==> src/rtl/usb_pkg.sv <==
// Shared definitions for the USB host transaction path: PID codes (also used by
// the bitstream encoder and receive decoder), controller state encoding and
// packet field widths.
package usb_pkg;

    localparam int ADDR_W = 7;
    localparam int ENDP_W = 4;
    localparam int DATA_W = 64;
    localparam int PID_W  = 4;

    typedef enum logic [PID_W-1:0] {
        PID_OUT   = 4'b0001,
        PID_IN    = 4'b1001,
        PID_DATA0 = 4'b0011,
        PID_ACK   = 4'b0010,
        PID_NAK   = 4'b1010
    } pid_e;

    // Controller states (plain constants so older tools can share them)
    typedef logic [3:0] state_t;
    localparam state_t ST_IDLE      = 4'd0;
    localparam state_t ST_TOKEN     = 4'd1;
    localparam state_t ST_DATA      = 4'd2;
    localparam state_t ST_WAIT_HS   = 4'd3;
    localparam state_t ST_WAIT_DATA = 4'd4;
    localparam state_t ST_HS_ACK    = 4'd5;
    localparam state_t ST_BACKOFF   = 4'd6;
    localparam state_t ST_DONE_OK   = 4'd7;
    localparam state_t ST_DONE_ERR  = 4'd8;

    // Phases of a packet hand-off to the encoder
    typedef logic [1:0] phase_t;
    localparam phase_t PH_OFFER = 2'd0;  // enc_pktready high, waiting for gotpkt
    localparam phase_t PH_SKIP  = 2'd1;  // first cycle after gotpkt, sending not yet valid
    localparam phase_t PH_DRAIN = 2'd2;  // waiting for enc_sending to fall

endpackage

==> src/rtl/usb_txn_timer.sv <==
// Loadable down-counter with a zero flag. Holds at zero instead of wrapping.
module usb_txn_timer #(
    parameter int WIDTH = 8
) (
    input  logic             clk,
    input  logic             rst,
    input  logic             load,
    input  logic [WIDTH-1:0] load_val,
    output logic             zero
);

    logic [WIDTH-1:0] cnt_q;

    // Load takes priority; otherwise count down and stick at zero
    always_ff @(posedge clk) begin
        if (rst) begin
            cnt_q <= '0;
        end else if (load) begin
            cnt_q <= load_val;
        end else if (cnt_q != '0) begin
            cnt_q <= cnt_q - WIDTH'(1);
        end
    end

    assign zero = (cnt_q == '0);

endmodule

==> src/rtl/usb_host_txn_ctrl.sv <==
// USB host transaction sequencer: drives the encoder through token/data/handshake
// packets for one OUT or IN transaction, retries on NAK, corrupt rx or timeout.
// Optional macro USB_TXN_NAK_BACKOFF_EN: after a NAK with retries left, idle for
// BACKOFF_CYCLES before re-sending the token.
module usb_host_txn_ctrl
    import usb_pkg::*;
#(
    parameter int TIMEOUT_CYCLES = 255,
    parameter int MAX_RETRIES    = 3,
    parameter int BACKOFF_CYCLES = 16
) (
    input  logic              clk,
    input  logic              rst,
    input  logic              txn_req,
    input  logic              txn_is_in,
    input  logic [ADDR_W-1:0] txn_addr,
    input  logic [ENDP_W-1:0] txn_endp,
    input  logic [DATA_W-1:0] txn_wdata,
    output logic              txn_ack,
    output logic              txn_done,
    output logic              txn_ok,
    output logic              txn_err,
    output logic [DATA_W-1:0] txn_rdata,
    output logic              busy,
    output logic              enc_pktready,
    output logic [PID_W-1:0]  enc_pid,
    output logic [ADDR_W-1:0] enc_addr,
    output logic [ENDP_W-1:0] enc_endp,
    output logic [DATA_W-1:0] enc_data,
    input  logic              enc_gotpkt,
    input  logic              enc_sending,
    input  logic              rx_valid,
    input  logic [PID_W-1:0]  rx_pid,
    input  logic [DATA_W-1:0] rx_data,
    input  logic              rx_err
);

    localparam int TO_W  = (TIMEOUT_CYCLES > 1) ? $clog2(TIMEOUT_CYCLES) : 1;
    localparam int BO_W  = (BACKOFF_CYCLES > 1) ? $clog2(BACKOFF_CYCLES) : 1;
    localparam int TMR_W = (TO_W > BO_W) ? TO_W : BO_W;
    localparam int RC_W  = (MAX_RETRIES > 0) ? $clog2(MAX_RETRIES + 1) : 1;

    localparam logic [RC_W-1:0]  RETRY_MAX = RC_W'(MAX_RETRIES);
    // Timer counts down from N-1 so that zero marks the N-th cycle in the state
    localparam logic [TMR_W-1:0] TO_LOAD   = TMR_W'(TIMEOUT_CYCLES - 1);
`ifdef USB_TXN_NAK_BACKOFF_EN
    localparam logic [TMR_W-1:0] BO_LOAD   = TMR_W'(BACKOFF_CYCLES - 1);
`endif

    state_t            state_q, state_d;
    phase_t            phase_q, phase_d;
    logic [RC_W-1:0]   retry_q, retry_d;
    logic              is_in_q;
    logic [ADDR_W-1:0] addr_q;
    logic [ENDP_W-1:0] endp_q;
    logic [DATA_W-1:0] wdata_q;
    logic [DATA_W-1:0] rdata_q, rdata_d;

    logic              fail;
    logic              pkt_done;
    logic              send_state;
    logic              tmr_load;
    logic [TMR_W-1:0]  tmr_load_val;
    logic              tmr_zero;

`ifdef USB_TXN_NAK_BACKOFF_EN
    logic rx_nak;
    assign rx_nak = rx_valid && !rx_err && (rx_pid == PID_NAK);
`endif

    usb_txn_timer #(
        .WIDTH (TMR_W)
    ) u_timer (
        .clk      (clk),
        .rst      (rst),
        .load     (tmr_load),
        .load_val (tmr_load_val),
        .zero     (tmr_zero)
    );

    assign txn_ack    = (state_q == ST_IDLE) && txn_req && !rst;
    assign send_state = (state_q == ST_TOKEN) || (state_q == ST_DATA) ||
                        (state_q == ST_HS_ACK);
    assign pkt_done   = send_state && (phase_q == PH_DRAIN) && !enc_sending;

    // Next-state, retry accounting and rx payload capture
    always_comb begin
        state_d = state_q;
        phase_d = phase_q;
        retry_d = retry_q;
        rdata_d = rdata_q;
        fail    = 1'b0;

        if (send_state) begin
            case (phase_q)
                PH_OFFER: if (enc_gotpkt) phase_d = PH_SKIP;
                PH_SKIP:  phase_d = PH_DRAIN;
                default:  phase_d = phase_q;
            endcase
        end

        case (state_q)
            ST_IDLE: begin
                if (txn_req) begin
                    state_d = ST_TOKEN;
                    retry_d = '0;
                end
            end
            ST_TOKEN: begin
                if (pkt_done) state_d = is_in_q ? ST_WAIT_DATA : ST_DATA;
            end
            ST_DATA: begin
                if (pkt_done) state_d = ST_WAIT_HS;
            end
            ST_WAIT_HS: begin
                if (rx_valid) begin
                    if (!rx_err && (rx_pid == PID_ACK)) state_d = ST_DONE_OK;
                    else                                fail    = 1'b1;
                end else if (tmr_zero) begin
                    fail = 1'b1;
                end
            end
            ST_WAIT_DATA: begin
                if (rx_valid) begin
                    if (!rx_err && (rx_pid == PID_DATA0)) begin
                        rdata_d = rx_data;
                        state_d = ST_HS_ACK;
                    end else begin
                        fail = 1'b1;
                    end
                end else if (tmr_zero) begin
                    fail = 1'b1;
                end
            end
            ST_HS_ACK: begin
                if (pkt_done) state_d = ST_DONE_OK;
            end
`ifdef USB_TXN_NAK_BACKOFF_EN
            ST_BACKOFF: begin
                if (tmr_zero) state_d = ST_TOKEN;
            end
`endif
            ST_DONE_OK:  state_d = ST_IDLE;
            ST_DONE_ERR: state_d = ST_IDLE;
            default:     state_d = ST_IDLE;
        endcase

        if (fail) begin
            if (retry_q == RETRY_MAX) begin
                state_d = ST_DONE_ERR;
            end else begin
                retry_d = retry_q + RC_W'(1);
`ifdef USB_TXN_NAK_BACKOFF_EN
                state_d = rx_nak ? ST_BACKOFF : ST_TOKEN;
`else
                state_d = ST_TOKEN;
`endif
            end
        end

        // Every entry into a state starts a fresh packet hand-off
        if (state_d != state_q) phase_d = PH_OFFER;
    end

    // Timer is reloaded on every state change; only wait/backoff states look at it
    always_comb begin
        tmr_load     = (state_d != state_q);
`ifdef USB_TXN_NAK_BACKOFF_EN
        tmr_load_val = (state_d == ST_BACKOFF) ? BO_LOAD : TO_LOAD;
`else
        tmr_load_val = TO_LOAD;
`endif
    end

    // State registers and request field capture
    always_ff @(posedge clk) begin
        if (rst) begin
            state_q <= ST_IDLE;
            phase_q <= PH_OFFER;
            retry_q <= '0;
            is_in_q <= 1'b0;
            addr_q  <= '0;
            endp_q  <= '0;
            wdata_q <= '0;
            rdata_q <= '0;
        end else begin
            state_q <= state_d;
            phase_q <= phase_d;
            retry_q <= retry_d;
            rdata_q <= rdata_d;
            if (txn_ack) begin
                is_in_q <= txn_is_in;
                addr_q  <= txn_addr;
                endp_q  <= txn_endp;
                wdata_q <= txn_wdata;
            end
        end
    end

    // Encoder fields and requester status decoded from the current state
    always_comb begin
        enc_pid  = '0;
        enc_addr = '0;
        enc_endp = '0;
        enc_data = '0;
        case (state_q)
            ST_TOKEN: begin
                enc_pid  = is_in_q ? PID_IN : PID_OUT;
                enc_addr = addr_q;
                enc_endp = endp_q;
            end
            ST_DATA: begin
                enc_pid  = PID_DATA0;
                enc_data = wdata_q;
            end
            ST_HS_ACK: enc_pid = PID_ACK;
            default:   enc_pid = '0;
        endcase
        enc_pktready = send_state && (phase_q == PH_OFFER);
        busy         = (state_q != ST_IDLE);
        txn_ok       = (state_q == ST_DONE_OK);
        txn_err      = (state_q == ST_DONE_ERR);
        txn_done     = txn_ok || txn_err;
    end

    assign txn_rdata = rdata_q;

endmodule

==> config.mk <==
export PLATFORM = sky130hd
export DESIGN_NAME = usb_host_txn_ctrl
export DESIGN_NICKNAME = d
export VERILOG_FILES = /design/src/rtl/usb_pkg.sv /design/src/rtl/usb_txn_timer.sv /design/src/rtl/usb_host_txn_ctrl.sv
export SDC_FILE = /design/constraint.sdc
export NUM_CORES = 1
export LEC_CHECK = 0
export ABC_AREA = 1
export CAP_MARGIN = 15
export CORE_AREA = 3 3 104 180
export DETAILED_ROUTE_END_ITERATION = 10
export DIE_AREA = 0 0 107 183
export PLACE_DENSITY = 0.8
export SYNTH_ARGS = -nofsm -noshare
export SYNTH_HDL_FRONTEND = slang
export SYNTH_SLANG_ARGS = --single-unit
==> constraint.sdc <==
create_clock -name clk -period 1.5 [get_ports clk]
set_input_delay 0.3 -clock clk [delete_from_list [all_inputs] [get_ports clk]]
set_output_delay 0.3 -clock clk [all_outputs]
set_load 0.05 [all_outputs]
# == Word level (Yosys, flattened, before mapping) ==
# Cells that the tools add are included.
# totals
output_inout_bits,149
word_cells,80
inputBits,151
reg_bits,156
# op_classes
n_eq_ne,14
reduce_logical,23
n_addsub,2
muxes,31
# op_table
op,count
$mux 64,1
$mux 4,12
$pmux 4 s6,1
$eq 4x2->1 const B,4
$mux 8,2
$eq 4x3->1 const B,3
$pmux 4 s3,1
$mux 2,5
$logic_not 8->1,1
$reduce_bool 8->1,1
$sub 8x1->8 const B,1
$logic_and 1x1->1,7
$mux 7,1
$reduce_and 3->1,2
$mux 1,5
$eq 2x2->1 const B,2
$eq 4x1->1 const B,1
$eq 4x4->1 const B,1
$logic_not 4->1,1
$ne 4x4->1,1
$pmux 2 s2,1
$reduce_bool 2->1,2
$reduce_bool 4->1,1
$logic_not 1->1,3
other kinds (8),10

# == Depth between registers and ports, before layout ==
# logic_depth
word_depth,10
ltp_mapped,14
ltp_nobuf,14

# == Cells and area by module ==
# From an unflattened synthesis, not the netlist that was laid out.
# hier_totals
cells_unflattened,888
hier_area_um2,6490.0
# modules_own_cells
module,cells_per_inst,seq_area_each_um2,instances,area_per_inst_um2
usb_host_txn_ctrl,818,2962.8,1,6017.0
usb_txn_timer,70,160.2,1,473.0

# == Worst setup path before layout ==
# Ideal clock, no wire load.
# synth_timing
path_type,register to output
startpoint,register state_q[0]
endpoint,output txn_done
required_ns,1.200
setup_slack_ns,-0.839
n_path_buf,0
path_stages_with_launch,5
arrival_time_ns,2.039
path_cell_list,dfxtp_1 > inv_1 > nand2_1 > nor3_1 > or2_2
# synth_via
elab_chain_cells,2
word_cells_on_any_way,3
cone_classes,eq/ne: 2; reduce/logical: 1
# synth_rtl
element,line,text
from (decl),usb_host_txn_ctrl.sv:50,"state_t state_q, state_d;"
from (signal assigned),usb_host_txn_ctrl.sv:187,state_q <= state_d;
$eq 4x4->1,usb_host_txn_ctrl.sv:222,txn_err = (state_q == ST_DONE_ERR);
named net txn_err,usb_host_txn_ctrl.sv:22,"output logic txn_err,"
$logic_or 1x1->1,usb_host_txn_ctrl.sv:223,txn_done = txn_ok || txn_err;
to (decl),usb_host_txn_ctrl.sv:20,"output logic txn_done,"
# The timed path passes the listed nets, and every way through them passes these cells.

# == Worst setup path in the final report ==
# layout_timing
startpoint,register state_q[1]
endpoint,output enc_data[49]
# layout_via
elab_chain_cells,2
# layout_rtl
element,line,text
$eq 4x2->1,usb_host_txn_ctrl.sv:206,case (state_q)
$mux 64,usb_host_txn_ctrl.sv:206,
to (decl),usb_host_txn_ctrl.sv:29,"output logic [DATA_W-1:0] enc_data,"
# Every way passes these cells.

==> results <==
critical path, cell delays in order, from the launching register on:
cell and delay (ns):
dfxtp_4 0.40, inv_4 0.06, nor2_4 0.09, nand2_4 0.08, buf_4 0.19, buf_16 0.18
nor2_4 0.14, buf_12 0.15
metrics by stage:
stage               TNS, ns    util  instances
floorplan            -11.57       -        872
global placement     -42.47  0.6899       1410
detailed placement   -49.37  0.6899       1410
CTS                  -42.61  0.7658       1464
global route         -68.92  0.7872       1469
finish               -52.31  0.7872       1469
flip-flops by register name, indices dropped and copies added, names as in the netlist:
| signal | count |
|---|---|
| state_q | 4 |
| endp_q | 4 |
| phase_q | 2 |
| retry_q | 2 |
| addr_q | 7 |
| wdata_q | 64 |
| u_timer.cnt_q | 8 |
| txn_rdata | 64 |
| is_in_q | 1 |
what timing repair did:
action	4_1_cts	5_1_grt
setup endpoints to repair	217	238
resized for setup	106	79
setup buffers	13	3
cloned	9	3
pin swaps	22	11
where the power goes:
part / internal [mW] / switching, mW / total (mW)
clock network: 2.38 / 1.90 / 4.27
logic: 0.954 / 1.04 / 2.00
registers: 4.35 / 0.0835 / 4.44
total: 7.68 / 3.02 / 10.7
worst max-delay path by stage:
stage                     startpoint                to  slack (ns)  cells after the start
after CTS                 state_q[3]      enc_data[36]       -0.48                      6
after floorplan           state_q[2]  u_timer.cnt_q[1]       -0.25                     12
after global routing      state_q[3]           txn_ack       -0.56                      7
after detailed placement    rx_valid  u_timer.cnt_q[2]       -0.56                     12
final                     state_q[1]      enc_data[49]       -0.52                      7
after global placement      rx_valid  u_timer.cnt_q[1]       -0.47                     12
synthesized netlist by cell type, types with 2 or more instances:
library cell and number:
clkbuf_1 36, nand2_2 5, nand3_1 21, ha_1 2, inv_2 2, a211oi_1 76
o21ai_0 69, inv_1 105, nor2_1 306, xor2_1 5, nor2_2 2, a21oi_1 5
o21ai_1 2, dfxtp_1 156, buf_1 7, nand3_2 5, buf_2 12, nand2_1 42
nand4_1 3
cell families (layout without fill, tap and decap cells):
| group | Yosys count | count (layout) |
|---|---|---|
| adder cells (fa/ha/maj) | 2 | 2 |
| other | 1 | 1 |
| AND/OR/NAND/NOR | 390 | 390 |
| XOR/XNOR | 5 | 5 |
| AO/OA/AOI/OAI | 155 | 155 |
| buffers and inverters | 163 | 529 |
| flip-flops | 156 | 156 |
final cells by class:
type                    count  area (sq um)
clock inverters            13         132.6
clock buffers              19         442.9
well taps                 231         289.0
inverters                 107         415.4
multi-input cells         553          3757
flip-flops and latches    156          3136
fillers                   980          3731
repair buffers            390          5633
routing by layer:
metal,part of all wire,global-route usage
met2,0.55,0.4897
met4,0.066,0.1500
met1,0.32,0.2453
met5,0.00047,0
met3,0.056,0.06552
==> out/results.tsv <==
stage	metric	value	unit
status	outcome	finished with violations	
status	violations in the final reports	setup timing	
sta	Max Fclk	0.4947	GHz
sta	Tcrit/Tclk final	1.348	
placed_design	Final Wtd Congestion	0.8591	
hold_path	hold worst-path end	state_q[2]	
job	max-capacitance violation count	0	
floorplan	DIE AREA	19580	sq um
worst_setup_path	reg2reg path depth	14	
sta	Period minus WS final	2.021	ns
detailed_routing	WL/cell	18.69	um
worst_setup_path	CP Data Arrival Time	1.72	ns
synthesis	Synthesized Nets	1025	
floorplan	row count	64	
synthesis	Synth Flop Type	dfxtp_1	
sta	final setup margin	-0.5214	ns
synthesis	top-area cell type share of the netlist area	0.4895	
detailed_routing	Total Routed Length	27.45	mm
clocking	clock sink count	156	
clocking	clk_lat worst skew	0.41	ns
detailed_routing	drt drc	0	
final_layout	Nets	1378	
worst_setup_path	crit path kind	flip-flop to output port	
global_routing	largest net degree at the start of global routing	75	
synthesis	Netlist cell types	30	
sta	Hold Vio Cnt, Final	0	
power	peak supply drop	0.6627	mV
final_layout	# diodes	0	
power	Power, Total	10.70	mW
synthesis	Post-Syn Area	6380	sq um
sta	setup violators final	229	
sta	Hold WS	0.2468	ns
power	pwr dens	775.4	nW/um^2
worst_setup_path	crit path launch type	flip-flop	
detailed_routing	Starting DRT DRC Count	336	
sta	Clock Skew	0.01103	ns
global_routing	All-Layer GR Usage	0.2582	
clocking	CTS root buf	clkbuf_16	
floorplan	die height	183	um
floorplan	die width	107	um
detailed_routing	Antenna Nets Post-Route	0	
synthesis	yosys warns	0	
worst_setup_path	Worst R2R Start	state_q[1]	
detailed_routing	number of detailed-route iterations in the first pass	4	
clocking	cts bufs inserted	17	
final_layout	post-route cell area	13810	sq um
synthesis	mux contribution to synthesized area	0	
hold_path	worst hold stages	2	
synthesis	Area contributors post-synth	dfxtp_1, nor2_1, a211oi_1	
global_routing	initial antenna violation count	1	
final_layout	area grow syn2layout	116.4	%
synthesis	Seq/Total Area, Yosys	0.4895	
synthesis	Synth Area in Simple Gates	0.2475	
detailed_routing	vias per cell	4.987	
synthesis	Yosys reg bits	156	
final_layout	most frequent cells in the layout	nor2_1, buf_12, dfxtp_1	
final_layout	layout cells sized above 1	0.3918	
synthesis	adder-cell area share of the yosys netlist	0.003922	
worst_setup_path	R2R Setup Slk	-0.38	ns
synthesis	fraction of registers with async set/reset	0	
clocking	Clk pin slew, worst setup/hold paths	0.07	ns
worst_setup_path	crit-path max FO	11	
global_routing	first-pass GRT wire length	39.61	mm
synthesis	XOR/XNOR Fraction of Synth Area	0.006864	
synthesis	Post-synth EDFFs	0	
sta	RSZ-0062 raised after global routing	yes	
sta	Pins Over Slew Limit	0	
synthesis	Synth Area in Compound Gates	0.1528	
placed_design	Place WS	-0.5600	ns
clocking	htree depth	4	
final_layout	commonest non-fill, non-tap cell in the layout	nor2_1	
placed_design	DP Wirelength	17.08	mm
detailed_routing	total number of vias	7326	
worst_setup_path	Crit path required time	1.20	ns
clocking	CTS tree	yes	
hold_path	HP Class	input pin to flip-flop	
floorplan	Initial Util	0.3638	
synthesis	post-synth top area cell	dfxtp_1	
floorplan	io pins	300	
hold_path	Min-Delay Startpoint	rst	
global_routing	Congestion Overflow GR	0	
synthesis	largest family of logic cells by synthesized area	simple AND/OR/NAND/NOR gates	
worst_setup_path	crit end category	output port	
clocking	CTS max path bufs	2	
power	leakage dissipation	5.480	nW
placed_design	# port buffers	298	
synthesis	cells after synthesis	872	
clocking	cts-stage hold buffer count	0	
floorplan	Core ar.	17540	sq um
worst_setup_path	r2r endpoint	u_timer.cnt_q[1]	
placed_design	Post-DP Area	12100	sq um
synthesis	Syn Area/Cell	7.316	sq um
global_routing	vias in the first global route	7762	
(Power assumes the default switching activity.)
==> edit: new RTL, same flow settings <==
Build with the macro `USB_TXN_NAK_BACKOFF_EN` defined.
--- a/src/rtl/usb_host_txn_ctrl.sv
+++ b/src/rtl/usb_host_txn_ctrl.sv
@@ -3,4 +3,6 @@
 // Optional macro USB_TXN_NAK_BACKOFF_EN: after a NAK with retries left, idle for
 // BACKOFF_CYCLES before re-sending the token.
+`define USB_TXN_NAK_BACKOFF_EN
+
 module usb_host_txn_ctrl
     import usb_pkg::*;
Check against the original RTL: not equivalent (Yosys sat finds a counterexample within 10 cycles, from zero or initial values and one cycle with rst high).
==> edit against the unedited design <==
- final area grew 15%
- highest routed layer is now met4
- total power grew 13%
- clock skew grew 0.0033 ns
- register-to-register slack lost 0.36 ns
- via count grew 17%
- hold slack lost 0.0018 ns
- the run still ends with negative setup slack left
- routed wire length grew 48%
- sequential cell count is the same
- largest power group is now clock
- combinational power grew 50%
- utilization grew 12 points
- final cell count grew 4.3%
- area after synthesis grew 1.3%
- setup slack lost 0.24 ns
==> edit: results (changes against the unedited design) <==
Timing
  • Clock skew: 0.0143 ns (+0.00330 ns)
  • Fin worst setup slack: -0.758 ns (-0.236 ns)
  • # setup viols final: 239 (+4.4%)

Status
  • Outcome: complete, but fails checks
  • Violated checks: negative setup slack

Yosys
  • Sequential element share of the synthesized area: 48.3% (-0.64 points)
  • Synth area leaders: dfxtp_1 (48%), nor2_1 (18%), a211oi_1 (8.8%), inv_1 (5.5%), o21ai_0 (5.2%)
  • Post-synth cell types: 33 (+10%)
  • Syn Nets: 1,036 (+1.1%)
  • Synth cell count leaders: nor2_1 (309), dfxtp_1 (156), inv_1 (95), a211oi_1 (76), o21ai_0 (67)
  • Post-Syn Area per Cell: 7.33 um2 (+0.18%)

Setup path
  • Slowest cell on crit path: clkdlybuf4s50_1
  • Arrival @ worst endpoint: 2.57 ns (+0.85 ns)
  • Critical Path Max Stage Delay: 0.55 ns (+0.15 ns)
  • Critical path peak fanout: 5 (-6)
  • Top delay family on crit path: simple AND/OR/NAND/NOR gates
  • Worst reg2reg endpoint: u_timer.cnt_q[4]
  • Critical R2R Launch: state_q[0]
  • R2R setup slack: -0.74 ns (-0.36 ns)

Finish
  • Nets: 1,441 (+4.6%)
  • Layout cell share with drive strength beyond 1: 54.5% (+15 points)
  • FILL cells: 573 (-42%)

Place
  • Post-DP HPWL: 16.6 mm (-2.6%)
  • Routability Congestion: 0.803 (-6.5%)
  • Dpl ws: -0.908 ns (-0.348 ns)

Clock tree
  • Worst-Skew Late Latency: 0.43 ns (+0.02 ns)

Global route
  • Number of global-route vias before repair: 8,775 (+13%)
  • First-pass GRT wire length: 50.9 mm (+28%)

Routing
  • Drt initial violations: 517 (+54%)
  • Routed vias/inst: 5.59 (+12%)
  • Initial DRT Pass Iterations: 5 (+1)
  • Post-DR wirelength/cell: 26.5 um (+42%)

Pwr
  • Peak supply drop: 730 uV (+10%)

Worst hold path
  • Min-Delay Path Depth: 4 (+2)
==> edit: tightest hold or removal path: stages <==
cell,delay (ns)
buf_2,0.09
inv_1,0.10
o21ai_0,0.09
a21oi_1,0.04
==> edit: cell families (layout without fill, tap and decap cells) <==
logic type                 count (synthesis)  after routing  share of synthesized area, %
xor gates and xnor gates                   5              5                         0.677
other                                      1              2                        0.0580
buffers and inverters                    157            575                          9.25
adders and majority gates                  3              3                         0.581
AOI/OAI and AO/OA                        158            158                          15.4
DFF                                      156            156                          48.3
and+or+nand+nor                          402            402                          25.7
==> edit: power breakdown <==
part | internal (uW) | switching [uW]
Combinational | 1380 | 1600
Sequential | 4380 | 119
Clock | 2530 | 2120
Total | 8290 | 3850
==> edit: cell type report <==
cell class | count | area (um2) | area share, %
flip-flops and latches | 156 | 3140 | 19.7
clock inverters | 15 | 176 | 1.11
clock buffers | 17 | 425 | 2.67
diodes | 1 | 2.50 | 0.0157
inverters | 102 | 423 | 2.66
well taps | 231 | 289 | 1.81
repair buffers | 441 | 6590 | 41.4
multi-input cells | 569 | 4880 | 30.6
==> edit: worst max-delay path by stage <==
stage                           from  depth (start not counted)  slack, ns               end
detailed placement         rx_pid[2]                         17      -0.91  u_timer.cnt_q[5]
global placement              rx_err                         17      -0.83  u_timer.cnt_q[5]
CTS                       state_q[2]                          8      -0.60      enc_data[36]
global route              state_q[2]                         17      -0.79  u_timer.cnt_q[4]
floorplan           u_timer.cnt_q[0]                         17      -0.34  u_timer.cnt_q[5]
finish                     rx_pid[2]                         17      -0.76  u_timer.cnt_q[4]
==> edit: through the flow <==
step           TNS (ns)  util (%)  hold WS [ns]
6_report        -109.17      90.8         0.245
4_1_cts          -81.83      85.0         0.205
3_3_place_gp     -77.78      69.8         0.458
3_5_place_dp     -83.53      69.8         0.460
2_1_floorplan     -7.51         -         0.443
5_1_grt         -121.14      90.8         0.244
==> edit: what timing repair did <==
item | 4_1_cts | 5_1_grt
setup buffers | 23 | 23
setup endpoints to repair | 223 | 237
cloned | 34 | 4
pin swaps | 40 | 103
resized for setup | 261 | 285
==> edit: metal layers <==
metal | track usage, % | wire [um]
met5 | 0 | 0
met1 | 33.2 | 12500
met3 | 9.83 | 3240
met4 | 20.2 | 3580
met2 | 64.2 | 21200
